<file path="config.mk">
export PLATFORM = sky130hd
export DESIGN_NAME = wash_cycle_sequencer
export DESIGN_NICKNAME = d
export VERILOG_FILES = /design/src/rtl/wash_cycle_sequencer.sv
export SDC_FILE = /design/constraint.sdc
export NUM_CORES = 1
export LEC_CHECK = 0
export CORE_AREA = 4 4 41 43
export DETAILED_ROUTE_END_ITERATION = 8
export DIE_AREA = 0 0 45 47
export PLACE_DENSITY = 0.67
export SETUP_SLACK_MARGIN = 0.15
export SKIP_LAST_GASP = 1
export SLEW_MARGIN = 20
export SYNTH_ARGS = -nofsm -noshare
export SYNTH_HDL_FRONTEND = slang
export SYNTH_SLANG_ARGS = --single-unit
</file>
<file path="constraint.sdc">
create_clock -name clk -period 1.21 [get_ports clk]
set_clock_uncertainty 0.15 [all_clocks]
set_input_delay 0.121 -clock clk [delete_from_list [all_inputs] [get_ports clk]]
set_output_delay 0.121 -clock clk [all_outputs]
set_load 0.005 [all_outputs]
</file>
<file path="src/rtl/wash_cycle_sequencer.sv">
// Washing-machine cycle sequencer: walks fill, wash, two rinses and spin,
// handing count-enables to external phase counters and advancing on their
// done flags. Outputs are a pure decode of the registered state and pause.
module wash_cycle_sequencer (
  input  logic       clk,
  input  logic       rst_n,
  input  logic       soft_rst,
  input  logic       start_btn,
  input  logic       door_closed,
  input  logic       pause,
  input  logic       fill_done,
  input  logic       wash_done,
  input  logic       rinse_done,
  input  logic       spin_done,
  output logic       start_fill,
  output logic       start_wash,
  output logic       start_rinse,
  output logic       start_spin,
  output logic       round2_rinse,
  output logic       door_lock,
  output logic       cycle_done,
  output logic [2:0] state
);

  localparam int unsigned STATE_W = 3;

  typedef enum logic [STATE_W-1:0] {
    S_IDLE      = 3'd0,
    S_FILL      = 3'd1,
    S_WASH      = 3'd2,
    S_RINSE1    = 3'd3,
    S_RINSE_GAP = 3'd4,
    S_RINSE2    = 3'd5,
    S_SPIN      = 3'd6,
    S_DONE      = 3'd7
  } state_t;

  state_t state_q;
  state_t state_d;

  // State register; soft abort is folded into the next-state logic.
  always_ff @(posedge clk or negedge rst_n) begin
    if (!rst_n) begin
      state_q <= S_IDLE;
    end else begin
      state_q <= state_d;
    end
  end

  // Next state plus output decode. Pause only blocks leaving IDLE: in a
  // phase the state already waits for its done flag, and done wins.
  always_comb begin
    state_d      = state_q;
    start_fill   = 1'b0;
    start_wash   = 1'b0;
    start_rinse  = 1'b0;
    start_spin   = 1'b0;
    round2_rinse = 1'b0;
    door_lock    = 1'b0;
    cycle_done   = 1'b0;

    unique case (state_q)
      S_IDLE: begin
        if (start_btn && door_closed && !pause) state_d = S_FILL;
      end
      S_FILL: begin
        start_fill = !pause;
        door_lock  = 1'b1;
        if (fill_done) state_d = S_WASH;
      end
      S_WASH: begin
        start_wash = !pause;
        door_lock  = 1'b1;
        if (wash_done) state_d = S_RINSE1;
      end
      S_RINSE1: begin
        start_rinse = !pause;
        door_lock   = 1'b1;
        if (rinse_done) state_d = S_RINSE_GAP;
      end
      S_RINSE_GAP: begin
        // Reload cycle for the rinse counter; a lingering rinse_done is ignored.
        round2_rinse = 1'b1;
        door_lock    = 1'b1;
        state_d      = S_RINSE2;
      end
      S_RINSE2: begin
        start_rinse = !pause;
        door_lock   = 1'b1;
        if (rinse_done) state_d = S_SPIN;
      end
      S_SPIN: begin
        start_spin = !pause;
        door_lock  = 1'b1;
        if (spin_done) state_d = S_DONE;
      end
      S_DONE: begin
        cycle_done = 1'b1;
        state_d    = S_IDLE;
      end
      default: state_d = S_IDLE;
    endcase

    if (!soft_rst) state_d = S_IDLE;
  end

  assign state = STATE_W'(state_q);

endmodule

</file>
==> qor.yml <==
min_path:
  hold_class: "input port to flop"
synthesis:
  syn_area_um2: 322
  yosys-top-cells-area: "dfrtp_1, buf_6, nand2_1, mux2i_1, o32ai_2"
  yosysSeqAreaShare_pct: 23.3
  post-synth-top-area-fraction_pct: 23.3
  yosys_register_bits: 3
  synth_warnings: 0
  synth.distinct_cells: 23
  avgSynthCellArea_um2: 8.25
  synth_top_area_cell: "dfrtp_1"
  synthesis.nets: 49
  synth_cells: 39
cells_and_area:
  antenna_cells: 0
  drive_gt1_share_pct: 61.6
  syn_to_final_growth_pct: 154
  largest_register_ffs: 3
  mostFrequentLayoutCell: "buf_6"
  stdcell_area_um2: 818
  nets: 97
  stdcell_count: 101
  final_cell_mix: "buf_6, buf_4, clkdlybuf4s50_1"
grt:
  grt_max_degree: 8
  track_usage_pct: 13.1
  grt_pass1_vias: 447
  grt_overflow: 0
  antenna_found_initial: 0
  grt_pass1_wl_mm: 1.99
power_and_ir_drop:
  p_sw_mw: 0.395
  leakage_nw: 0.359
  p_int_mw: 0.807
  power_density_nw_per_um2: 1470
  switching_share_pct: 32.9
  peakVddDrop_mv: 0.656
  comb_power_share_pct: 70.9
  seq_power_share_pct: 15.0
  power.share.clock_pct: 14.2
timing:
  maxSlewViolCount: 0
  finalCriticalPeriod_ns: 1.51
  rsz0062_at_grt: "yes"
  period_share_pct: 125
  finalSetupViolations: 13
  fmax_mhz: 662
  relSlewSlack_pct: 82.6
  worst_slack_ns: -0.302
  worst_slew_pin_slew_ns: 0.260
  hold_violations: 0
clocking:
  cts_sinks: 3
  clk_pin_slew_ns: 0.04
  htreeDepth: 1
  cts_tree: "yes"
  clock_latency_ns: 0.23
  cts.path.max_buffers: 2
  clock-root-buffer: "clkbuf_4"
  cts_buffers: 3
job:
  cap_viol_max_count: 0
critical_path:
  cp-start-kind: "flop"
  cp_cell_sequence: "buf_6, buf_6, buf_4, or2_1, o32ai_2, o32ai_2"
  cp_top_family: "flip-flops"
  crit_slowest_cell: "dfrtp_2"
  regToRegSetupSlack_ns: -0.30
  crit_path_end_kind: "flop"
  crit_type: "flop to flop"
  crit_path_max_incr_delay_ns: 0.41
  cp.arrival_ns: 1.46
  worstPathMaxFanout: 5
  cp.buffers_inverters: 3
  crit_required_ns: 1.16
route:
  via_count: 447
  wirelength_mm: 1.18
  drt-initial-drc-count: 5
  vias_per_cell: 4.43
  drtAntennaViolNets: 0
  drc: 0
  drt-pass1-iter-count: 2
  wl_per_cell_um: 11.7
die:
  die_w_um: 45
  start_util_pct: 24.7
  io_pins: 20
  coreArea_um2: 1300
  die_area_um2: 2120
  num_rows: 13
  dieHeight_um: 47
place:
  dp_hpwl_um: 802
  placed_area_um2: 638
  io_buffers: 19
  place_congestion: 0.726
  dp_cells: 84
status:
  violations: "negative setup slack"
  status: "finished, violations left"
==> Yosys cell counts <==
library cell and instances:
a21boi_0 1, a21oi_1 1, and3_1 1, buf_4 1
buf_6 2, dfrtp_1 3, mux2i_1 2, nand2_1 6
nand2b_1 2, nand3b_1 1, nand4b_1 1, nor2_1 2
nor2b_1 1, nor3_1 3, nor3_2 1, nor3b_1 2
o21a_1 2, o21ai_0 2, o32ai_1 1, o32ai_2 1
or2_1 1, or2b_1 1, xnor2_1 1
==> repair_timing <==
item / 4_1_cts / 5_1_grt
hold buffers: 1 / 0
endpoints found under the setup margin: 13 / 13
pin swaps: 5 / 6
buffers inserted: 11 / 1
resized for setup: 51 / 12
endpoints found under the hold margin: 3 / 0
==> worst register-to-register path, stage by stage (launching register included) <==
cell and delay, ns:
dfrtp_2 0.41, buf_6 0.12, buf_6 0.12, buf_4 0.13, or2_1 0.23, o32ai_2 0.11, o32ai_2 0.12
==> power by group through the flow <==
stage / combinational [mW] / sequential, mW / clock, mW
floorplan: 0.343 / 0.158 / 0
global placement: 0.641 / 0.185 / 0
detailed placement: 0.644 / 0.188 / 0
CTS: 0.810 / 0.174 / 0.181
global route: 0.920 / 0.188 / 0.190
finish: 0.852 / 0.180 / 0.170
==> logic make-up after synthesis <==
family          Yosys count  share of synthesized area [%]
compound gates            8                           19.5
xor+xnor                  1                           2.72
buf+inv                   3                           9.34
flops                     3                           23.3
mux                       2                           6.23
simple gates             22                           38.9
==> final timing paths <==
path                                         to            startpoint  cells after the start
min reg2reg                state[0]$_DFFE_PN0P_  state[0]$_DFFE_PN0P_                      4
max                        state[0]$_DFFE_PN0P_  state[2]$_DFFE_PN0P_                      6
min in group asynchronous  state[1]$_DFFE_PN0P_                 rst_n                      2
max in group asynchronous  state[0]$_DFFE_PN0P_                 rst_n                      2
min                        state[1]$_DFFE_PN0P_              soft_rst                      3
max reg2reg                state[0]$_DFFE_PN0P_  state[2]$_DFFE_PN0P_                      6
==> layout make-up <==
cell class	instances	area [µm²]
fillers	112	483
repair buffers	46	425
multi-input cells	33	269
flip-flops and latches	3	78.8
clock buffers	4	26.3
well taps	15	18.8
==> routing by layer <==
| layer | up-vias | track usage, % | wire [µm] |
|---|---|---|---|
| met5 | - | 0 | 0 |
| met4 | 0 | 5.26 | 0 |
| met3 | 0 | 3.45 | 36 |
| met2 | 7 | 22.6 | 639 |
| met1 | 205 | 15.6 | 505 |
| li1 | 235 | - | - |
==> stage by stage <==
step / setup TNS (ns) / hold slack (ns) / total power, mW / utilization [%] / setup slack [ns]
6_report: -2.52 / 0.426 / 1.20 / 62.9 / -0.302
5_1_grt: -3.29 / 0.427 / 1.30 / 62.9 / -0.363
4_1_cts: -2.78 / 0.426 / 1.17 / 59.0 / -0.326
3_5_place_dp: -3.77 / 0.165 / 0.831 / 49.0 / -0.425
3_3_place_gp: -3.71 / 0.161 / 0.826 / 49.0 / -0.430
2_1_floorplan: 0 / -0.325 / 0.501 / - / 0.0255
No activity file was read; power rests on OpenSTA's default activity.
